<file path="src/rtl/round_pkg.sv">
// round_pkg: shared tie-mode enum and width helpers for the rounding scheduler
package round_pkg;
  typedef enum logic {RND_EVEN = 1'b0, RND_ODD = 1'b1} rnd_mode_e;
  function automatic int shift_of(int win, int wout);
    return win - wout;
  endfunction
  function automatic int id_w(int n);
    return (n > 1) ? $clog2(n) : 1;
  endfunction
endpackage

</file>
<file path="src/rtl/round_sched_if.sv">
// round_sched_if: requester-side and result-side valid/ready bundle
interface round_sched_if
  import round_pkg::*;
#(
  parameter int REQ_NUM = 4,
  parameter int DATA_WIDTH_IN = 40,
  parameter int DATA_WIDTH_OUT = 16
);
  localparam int ID_W = id_w(REQ_NUM);
  logic [REQ_NUM-1:0] s_tvalid_i;
  logic [REQ_NUM-1:0][DATA_WIDTH_IN-1:0] s_tdata_i;
  logic [REQ_NUM-1:0] s_tready_o;
  logic m_tvalid_o;
  logic [DATA_WIDTH_OUT-1:0] m_tdata_o;
  logic [ID_W-1:0] m_tid_o;
  logic m_tready_i;
  modport slave (
    input s_tvalid_i, s_tdata_i, m_tready_i,
    output s_tready_o, m_tvalid_o, m_tdata_o, m_tid_o
  );
  modport master (
    output s_tvalid_i, s_tdata_i, m_tready_i,
    input s_tready_o, m_tvalid_o, m_tdata_o, m_tid_o
  );
endinterface

</file>
<file path="src/rtl/round_core.sv">
// round_core: two-stage convergent rounding of a signed sample to the upper bits
module round_core
  import round_pkg::*;
#(
  parameter int DATA_WIDTH_IN = 40,
  parameter int DATA_WIDTH_OUT = 16,
  parameter int ID_W = 2
) (
  input  logic clk_i,
  input  logic rstn_i,
  input  logic tvalid_i,
  input  logic [DATA_WIDTH_IN-1:0] tdata_i,
  input  logic [ID_W-1:0] tid_i,
  input  rnd_mode_e mode_i,
  output logic tvalid_o,
  output logic [DATA_WIDTH_OUT-1:0] tdata_o,
  output logic [ID_W-1:0] tid_o
);
  localparam int SHIFT = shift_of(DATA_WIDTH_IN, DATA_WIDTH_OUT);
  localparam logic [SHIFT-1:0] HALF = {1'b1, {(SHIFT-1){1'b0}}};
  logic v1, above1, half1, odd1;
  logic [DATA_WIDTH_OUT-1:0] up1;
  logic [ID_W-1:0] id1;
  logic [SHIFT-1:0] frac;
  assign frac = tdata_i[SHIFT-1:0];
  // stage 1: split off the kept bits and classify the fraction against one half
  always_ff @(posedge clk_i or negedge rstn_i) begin
    if (!rstn_i) begin
      v1 <= 1'b0;
      up1 <= '0;
      above1 <= 1'b0;
      half1 <= 1'b0;
      odd1 <= 1'b0;
      id1 <= '0;
    end else begin
      v1 <= tvalid_i;
      up1 <= tdata_i[DATA_WIDTH_IN-1:SHIFT];
      above1 <= frac > HALF;
      half1 <= frac == HALF;
      odd1 <= mode_i == RND_ODD;
      id1 <= tid_i;
    end
  end
  // stage 2: increment when above half, or on a tie when the LSB has the wrong parity
  always_ff @(posedge clk_i or negedge rstn_i) begin
    if (!rstn_i) begin
      tvalid_o <= 1'b0;
      tdata_o <= '0;
      tid_o <= '0;
    end else begin
      tvalid_o <= v1;
      tdata_o <= up1 + DATA_WIDTH_OUT'(above1 | (half1 & (up1[0] ^ odd1)));
      tid_o <= id1;
    end
  end
endmodule

</file>
<file path="src/rtl/round_sched.sv">
// round_sched: round-robin arbitration of requesters into a shared rounding pipe with credit-guarded output FIFO
module round_sched
  import round_pkg::*;
#(
  parameter int REQ_NUM = 4,
  parameter int DATA_WIDTH_IN = 40,
  parameter int DATA_WIDTH_OUT = 16,
  parameter int BUF_DEPTH = 4
) (
  input logic clk_i,
  input logic rstn_i,
  input logic odd_even_i,
  round_sched_if.slave bus
);
  localparam int ID_W = id_w(REQ_NUM);
  localparam int PW = $clog2(BUF_DEPTH);
  localparam int CW = $clog2(BUF_DEPTH + 1);
  typedef struct packed {
    logic [ID_W-1:0] id;
    logic [DATA_WIDTH_OUT-1:0] data;
  } beat_t;
  logic [ID_W-1:0] last_grant, gnt_id, idx, core_id;
  logic [DATA_WIDTH_OUT-1:0] core_d;
  logic found, issue, pop, fifo_pop, push, core_v, empty;
  logic [CW-1:0] credits, count;
  logic [PW-1:0] wr_ptr, rd_ptr;
  beat_t mem [BUF_DEPTH];
  beat_t head;
  // first valid requester after the last granted one, wrapping around
  always_comb begin
    found = 1'b0;
    gnt_id = last_grant;
    idx = last_grant;
    for (int k = 1; k <= REQ_NUM; k++) begin
      idx = ID_W'((int'(last_grant) + k) % REQ_NUM);
      if (!found && bus.s_tvalid_i[idx]) begin
        found = 1'b1;
        gnt_id = idx;
      end
    end
  end
  assign issue = rstn_i && found && credits != '0;
  assign bus.s_tready_o = issue ? (REQ_NUM'(1) << gnt_id) : '0;
  round_core #(
    .DATA_WIDTH_IN(DATA_WIDTH_IN),
    .DATA_WIDTH_OUT(DATA_WIDTH_OUT),
    .ID_W(ID_W)
  ) u_core (
    .clk_i(clk_i),
    .rstn_i(rstn_i),
    .tvalid_i(issue),
    .tdata_i(bus.s_tdata_i[gnt_id]),
    .tid_i(gnt_id),
    .mode_i(rnd_mode_e'(odd_even_i)),
    .tvalid_o(core_v),
    .tdata_o(core_d),
    .tid_o(core_id)
  );
  // an empty FIFO lets the pipe result through directly so latency stays at two cycles
  assign empty = count == '0;
  assign head = empty ? {core_id, core_d} : mem[rd_ptr];
  assign bus.m_tvalid_o = !empty || core_v;
  assign bus.m_tdata_o = bus.m_tvalid_o ? head.data : '0;
  assign bus.m_tid_o = bus.m_tvalid_o ? head.id : '0;
  assign pop = bus.m_tvalid_o && bus.m_tready_i;
  assign fifo_pop = pop && !empty;
  assign push = core_v && !(pop && empty);
  // credits track free slots across pipe and FIFO; last grant moves only on accepted beats
  always_ff @(posedge clk_i or negedge rstn_i) begin
    if (!rstn_i) begin
      credits <= CW'(BUF_DEPTH);
      last_grant <= ID_W'(REQ_NUM - 1);
    end else begin
      credits <= credits - CW'(issue) + CW'(pop);
      if (issue) last_grant <= gnt_id;
    end
  end
  // FIFO pointers and occupancy
  always_ff @(posedge clk_i or negedge rstn_i) begin
    if (!rstn_i) begin
      count <= '0;
      wr_ptr <= '0;
      rd_ptr <= '0;
    end else begin
      count <= count + CW'(push) - CW'(fifo_pop);
      if (push) wr_ptr <= wr_ptr + PW'(1);
      if (fifo_pop) rd_ptr <= rd_ptr + PW'(1);
    end
  end
  // FIFO storage, no reset needed since occupancy gates every read
  always_ff @(posedge clk_i) begin
    if (push) mem[wr_ptr] <= {core_id, core_d};
  end
endmodule

</file>
<file path="src/flat_wrapper.sv">
// flat-port wrapper written by rule: the top's interface ports become plain ports
module round_sched_flat import round_pkg::*;
#(
  parameter int REQ_NUM = 4,
  parameter int DATA_WIDTH_IN = 40,
  parameter int DATA_WIDTH_OUT = 16,
  parameter int BUF_DEPTH = 4
)
  (clk_i, rstn_i, odd_even_i, bus_s_tvalid_i, bus_s_tdata_i, bus_m_tready_i, bus_s_tready_o, bus_m_tvalid_o, bus_m_tdata_o, bus_m_tid_o);
  round_sched_if #(.REQ_NUM(REQ_NUM), .DATA_WIDTH_IN(DATA_WIDTH_IN), .DATA_WIDTH_OUT(DATA_WIDTH_OUT)) bus_i ();
  input logic clk_i;
  input logic rstn_i;
  input logic odd_even_i;
  input wire logic [$bits(bus_i.s_tvalid_i)-1:0] bus_s_tvalid_i;
  input wire logic [$bits(bus_i.s_tdata_i)-1:0] bus_s_tdata_i;
  input wire logic [$bits(bus_i.m_tready_i)-1:0] bus_m_tready_i;
  output wire logic [$bits(bus_i.s_tready_o)-1:0] bus_s_tready_o;
  output wire logic [$bits(bus_i.m_tvalid_o)-1:0] bus_m_tvalid_o;
  output wire logic [$bits(bus_i.m_tdata_o)-1:0] bus_m_tdata_o;
  output wire logic [$bits(bus_i.m_tid_o)-1:0] bus_m_tid_o;
  assign bus_i.s_tvalid_i = bus_s_tvalid_i;
  assign bus_i.s_tdata_i = bus_s_tdata_i;
  assign bus_i.m_tready_i = bus_m_tready_i;
  assign bus_s_tready_o = bus_i.s_tready_o;
  assign bus_m_tvalid_o = bus_i.m_tvalid_o;
  assign bus_m_tdata_o = bus_i.m_tdata_o;
  assign bus_m_tid_o = bus_i.m_tid_o;
  round_sched #(.REQ_NUM(REQ_NUM), .DATA_WIDTH_IN(DATA_WIDTH_IN), .DATA_WIDTH_OUT(DATA_WIDTH_OUT), .BUF_DEPTH(BUF_DEPTH)) u_core (.clk_i(clk_i), .rstn_i(rstn_i), .odd_even_i(odd_even_i), .bus(bus_i));
endmodule
</file>
<file path="config.mk">
export PLATFORM = sky130hd
export DESIGN_NAME = round_sched_flat
export DESIGN_NICKNAME = d
export VERILOG_FILES = /design/src/rtl/round_pkg.sv /design/src/rtl/round_sched_if.sv /design/src/rtl/round_core.sv /design/src/rtl/round_sched.sv /design/src/flat_wrapper.sv
export SDC_FILE = /design/constraint.sdc
export NUM_CORES = 1
export LEC_CHECK = 0
export ABC_CLOCK_PERIOD_IN_PS = 6800
export BUFFER_PORTS_ARGS = -buffer_cell sky130_fd_sc_hd__buf_4
export CORE_MARGIN = 3
export CORE_UTILIZATION = 45
export CTS_CLUSTER_DIAMETER = 60
export DETAILED_ROUTE_END_ITERATION = 10
export GPL_TIMING_DRIVEN = 0
export HOLD_SLACK_MARGIN = 0.12
export PLACE_DENSITY = 0.71
export SLEW_MARGIN = 15
export SYNTH_ARGS = -nofsm -noshare
export SYNTH_HDL_FRONTEND = slang
export SYNTH_HIERARCHICAL = 1
export SYNTH_SLANG_ARGS = --single-unit
</file>
<file path="constraint.sdc">
create_clock -name clk_i -period 6.8 [get_ports clk_i]
set_input_delay 1.36 -clock clk_i [delete_from_list [all_inputs] [get_ports clk_i]]
set_output_delay 1.36 -clock clk_i [all_outputs]
set_load 0.005 [all_outputs]
</file>
# After elaboration in Yosys (flattened, before gate mapping)
# Memory sizes are Yosys's and may differ from the RTL's.
# Index checks and enable logic that the tools add are counted.
[classes] addsub=11 n_lt_le_gt_ge=6 n_eq_ne=1 shift=1 mux=24 bitwise_logic=3 reduce_logical=17
[ops] cell="binary-select mux 40 bit (select 2 bit)" count=1
[ops] cell="two-way mux 40 bit" count=1
[ops] cell="equality test 24 bit, second input constant" count=1
[ops] cell="greater-than comparator 24 bit, second input constant" count=1
[ops] cell="two-way mux 18 bit" count=1
[ops] cell="adder 16 x 1 -> 16 bit" count=1
[ops] cell="two-way mux 16 bit" count=1
[ops] cell="< comparator 2 x 3 -> 1 bit, second input constant" count=5
[ops] cell="two-way mux 1 bit" count=10
[ops] cell="two-way mux 2 bit" count=5
[ops] cell="logical AND 1 bit" count=9
[ops] cell="adder 2 x 1 -> 2 bit, second input constant" count=4
[ops] cell="binary-select mux 1 bit (select 2 bit)" count=4
[ops] cell="adder 3 x 1 -> 3 bit" count=2
[ops] cell="subtractor 3 x 1 -> 3 bit" count=2
[ops] cell="logical NOT 1 bit" count=5
[ops] cell="adder 2 bit, second input constant" count=2
[ops] cell="two-way mux 4 bit" count=1
[ops] cell="<< shifter 1 x 2 -> 4 bit, first input constant" count=1
[ops] cell="logical NOT 3 bit" count=1
[ops] cell="nonzero test 3 bit" count=1
[ops] cell="bitwise AND 1 bit" count=1
[ops] cell="logical OR 1 bit" count=1
[ops] cell="bitwise OR 1 bit" count=1
[ops] cell="bitwise XOR 1 bit" count=1
[word_totals] reg_bits=53 mem_bits_rw=72 inputBits=168 out_inout_bits=23 elab_cells=78 mem_count=1
[mem_list] memory="u_core.mem" words=4 word_bits=18 rd=1 rd_ports_with_merged_regs=0 write_ports=1 line_no="round_sched.sv:27" text="beat_t mem [BUF_DEPTH];"

# Depth between registers and ports, before layout
[depth] word_depth=17 ltp_mapped=11 mapped_depth_nobuf=10

# Hierarchy
# Netlist, hierarchy kept.
[modules_own_cells] mod="round_sched" instances=1 cells_per_inst=363 area_per_inst_um2=5013.6 seq_area_each_um2=2466.1
[modules_own_cells] mod="round_core" instances=1 cells_per_inst=96 area_per_inst_um2=1405.1 seq_area_each_um2=1026.0

# Least setup slack after synthesis
# Ideal clock, no wire load.
[synth_path] kind="input to output" start="input port bus_s_tvalid_i[1]" end="output port bus_s_tready_o[2]" arrival_time_ps=2323 t_required_ps=5440 slack_ps=3117 cell_stages=4 cell_sequence="or4_1 > o311ai_2 > inv_2 > and3_1"
[synth_between] elab_chain_cells=15 word_cells_on_any_way=26
[synth_rtl] item="start: declaration" line_no="flat_wrapper.sv:14" text="input wire logic [$bits(bus_i.s_tvalid_i)-1:0] bus_s_tvalid_i;"
[synth_rtl] item="binary-select mux 1 bit (select 2 bit)" line_no="round_sched.sv:36" text="if (!found && bus.s_tvalid_i[idx]) begin"
[synth_rtl] item="two-way mux 1 bit (implied by the code)" line_no="round_sched.sv:36"
[synth_rtl] item="two-way mux 1 bit" line_no="round_sched.sv:36"
[synth_rtl] item="logical NOT 1 bit" line_no="round_sched.sv:36"
[synth_rtl] item="logical AND 1 bit" line_no="round_sched.sv:36"
[synth_rtl] item="two-way mux 1 bit" line_no="round_sched.sv:36"
[synth_rtl] item="logical NOT 1 bit" line_no="round_sched.sv:36"
[synth_rtl] item="logical AND 1 bit" line_no="round_sched.sv:36"
[synth_rtl] item="two-way mux 1 bit" line_no="round_sched.sv:36"
[synth_rtl] item="logical NOT 1 bit" line_no="round_sched.sv:36"
[synth_rtl] item="logical AND 1 bit" line_no="round_sched.sv:36"
[synth_rtl] item="two-way mux 1 bit *" line_no="round_sched.sv:36"
[synth_rtl] item="logical AND 1 bit * (2 in series)" line_no="round_sched.sv:42" text="assign issue = rstn_i && found && credits != '0;"
[synth_rtl] item="named net u_core.issue" line_no="round_sched.sv:24" text="logic found, issue, pop, fifo_pop, push, core_v, empty;"
[synth_rtl] item="two-way mux 4 bit *" line_no="round_sched.sv:43" text="assign bus.s_tready_o = issue ? (REQ_NUM'(1) << gnt_id) : '0;"
[synth_rtl] item="end: declaration" line_no="flat_wrapper.sv:17" text="output wire logic [$bits(bus_i.s_tready_o)-1:0] bus_s_tready_o;"
# Mark *: on every way through the listed nets, which the timed path passes. The rest lies on a longest branch. The select of a mux whose other input is x is not followed.

# Worst setup path after layout
[layout_path] start="input port rstn_i" end="output port bus_s_tready_o[2]"
[layout_between] elab_chain_cells=3
[layout_rtl] item="start: declaration" line_no="flat_wrapper.sv:12" text="input logic rstn_i;"
[layout_rtl] item="logical AND 1 bit (2 in series)" line_no="round_sched.sv:42"
[layout_rtl] item="named net u_core.issue" line_no="round_sched.sv:24"
[layout_rtl] item="two-way mux 4 bit" line_no="round_sched.sv:43"
# The timed path passes the listed nets, and every way through them passes these cells.

==> results.json <==
{
  "status": "completed",
  "finClkSkew_ns": 0.00545,
  "start_util_pct": 46.1,
  "antenna_found_initial": 0,
  "synth.ff_latch_count": 125,
  "top_layer": "met4",
  "dp_hpwl_um": 12200,
  "hold_path_depth": 0,
  "slew_headroom_pct": 33.5,
  "ys.warnings.count": 6,
  "hold_viol_final": 0,
  "drc": 0,
  "cp.required_ns": 5.44,
  "slowest_stage": "buf_4",
  "die_area_um2": 15700,
  "fillers": 1108,
  "ios": 191,
  "nets": 849,
  "yosysMostFrequentCell": "mux2i_1",
  "first_global_vias": 4741,
  "crit_cells": 5,
  "whs_ns": 0.350,
  "hold_buffers": 0,
  "met1_length_um": 5900,
  "core_area_um2": 13900,
  "place.gp.congestion": 0.853,
  "drv_slew": 0,
  "worstSetupPathType": "in2out",
  "finalPower_mw": 3.85,
  "r2r-start": "u_core/last_grant[0]",
  "setup_ws_ns": 2.75,
  "routed-wl-met2_um": 8360,
  "grt_max_degree": 55,
  "worst_pin_slew_ns": 0.997,
  "wl_met3_um": 1200,
  "rrSetupSlack_ns": 4.15,
  "die_w_um": 125,
  "fin_setup_tns_ns": 0,
  "grt_pass1_wl_um": 24800,
  "clockRootBuffer": "clkbuf_16",
  "period_share_pct": 59.5,
  "antenna_left": 0,
  "firstDrtPassIters": 4,
  "cts_setup_buffers": 0,
  "ys.flop_type": "edfxtp_1",
  "arrival_ns": 2.69,
  "ys_seq_area_share_pct": 54.4,
  "p_leak_nw": 3.93,
  "cts_tree": "yes",
  "synthTopCellsByCount": "mux2i_1, edfxtp_1, dfrtp_1, nand2_1, o21ai_0",
  "routed_wl_um": 15700,
  "cts_sinks": 125,
  "hold_end": "u_core/u_core/tid_o[0]",
  "ys_types": 44,
  "place_ws_ns": 2.69,
  "peakVddDrop_v": 0.000223,
  "grt_setup_unrepaired": "false",
  "clkLatencyLatePin_ns": 0.41,
  "antenna_cells": 0,
  "area_growth_pct": 35.1,
  "drv_cap": 0,
  "synth_cells": 459,
  "fin_crit_ns": 4.05,
  "post-route-cell-area_um2": 8670,
  "path_common_cell": "buf_4",
  "syn_area_per_cell_um2": 14.0,
  "synth_top_area_share_pct": 33.7,
  "hold_path_class": "reg2reg",
  "via_per_inst": 5.09,
  "start_kind": "input pin",
  "die_h_um": 125,
  "holdCritStartpoint": "u_core/u_core/id1[0]",
  "synth_edf_count": 72,
  "num_rows": 43,
  "ctsResizeCount": 0,
  "critical_path.top_delay_family": "buffers and inverters",
  "cellPowerDensity_nw_per_um2": 444,
  "cp-end-kind": "primary output",
  "cp_max_fo": 54,
  "max_stage_delay_ns": 0.51,
  "ys_async_sr_fraction_pct": 42.4,
  "syn_nets": 640,
  "clk_pin_slew_ns": 0.05,
  "cp_cell_sequence": "buf_4, o311ai_2, inv_2, and3_1, buf_4",
  "cts_made_buffers": 17,
  "overflow": 0,
  "wire_per_inst_um": 18.2,
  "track_usage_pct": 20.5,
  "synthesis.area_um2": 6420,
  "timing.rr.end": "u_core/u_core/above1",
  "clk_path_buf_depth": 2,
  "synth_area_leaders": "edfxtp_1, dfrtp_1, mux2i_1",
  "crit_buf_inv": 3,
  "rr_worst_depth": 11,
  "setup_violations": 0,
  "drive_gt1_share_pct": 39.1,
  "drtIter0Drc": 203,
  "placed_cell_area_um2": 8070,
  "max_freq_ghz": 0.247,
  "vias": 4385,
  "h-tree-depth": 4,
  "synth_largest_area_cell": "edfxtp_1",
  "portBuffers": 190
}
==> registers in the layout, summed over array words and instances (netlist names), 2 cells and up <==
signal,cells
u_core/u_core/id1,2
u_core/credits,3
u_core/u_core/tid_o,2
u_core/rd_ptr,2
u_core/last_grant,2
u_core/wr_ptr,2
u_core/u_core/up1,16
u_core/u_core/tdata_o,16
u_core/mem,72
u_core/count,3
==> placed cells by master (no fill, tap or decap), drive strengths merged, types with 9 or more instances in the layout <==
cell    count
buf       206
clkbuf     31
dfrtp      50
edfxtp     72
ha         11
inv        15
mux2i     120
mux4       18
nand2      44
nand3       9
o21ai      24
xnor2      14
==> power by group <==
part | internal, mW | switching (mW) | total [mW]
logic | 0.856 | 0.766 | 1.62
registers | 1.15 | 0.181 | 1.33
clock network | 0.611 | 0.290 | 0.901
total | 2.62 | 1.24 | 3.85
==> how the worst max path moves through the flow <==
stage	start	to	slack (ns)
final	rstn_i	bus_s_tready_o[2]	2.75
after floorplan	bus_s_tvalid_i[1]	bus_s_tready_o[2]	3.12
after CTS	rstn_i	bus_s_tready_o[3]	2.70
after detailed placement	rstn_i	bus_s_tready_o[3]	2.69
after global routing	rstn_i	bus_s_tready_o[3]	2.56
after global placement	rstn_i	bus_s_tready_o[3]	2.73
==> kinds of logic after synthesis <==
kind of cell               count (synthesis)  share of synthesized area, %
DFF                                      125                          54.4
adders and majority gates                 13                          2.77
xor gates and xnor gates                  22                          3.00
AOI/OAI and AO/OA                         29                          2.87
and+or+nand+nor                           92                          7.13
buffers and inverters                     39                          4.62
muxes                                    139                          25.2
==> worst register-to-register path, cell delays in order (launching register included) <==
cell,delay (ns)
dfstp_2,0.54
nand2b_2,0.13
o21ai_2,0.07
a211oi_4,0.35
buf_12,0.21
buf_12,0.15
mux2i_1,0.22
mux2i_1,0.09
nor4_1,0.42
nand4_1,0.13
nor2_1,0.17
nor2b_1,0.06
==> per-layer routing <==
layer / vias up / global-route usage, %
li1: 2110 / -
met1: 2108 / 23.4
met2: 153 / 35.8
met3: 14 / 6.92
met4: 0 / 7.27
met5: - / 0
==> area by class of cell <==
type                    count  area [um2]  area share, %
flip-flops and latches    125        3490           40.3
plain buffers              24         240           2.77
clock buffers              25         495           5.71
inverters                  15        56.3          0.649
clock inverters             7         109           1.25
multi-input cells         295        2630           30.3
well taps                 180         225           2.60
repair buffers            190        1430           16.4
==> per-stage QoR <==
| stage | std cells | utilization [%] |
|---|---|---|
| after detailed placement | 829 | 57.9 |
| after global routing | 861 | 62.3 |
| final | 861 | 62.3 |
| after floorplan | 459 | - |
| after global placement | 829 | 57.9 |
| after CTS | 861 | 62.3 |
Power figures use the tool's default switching activity.
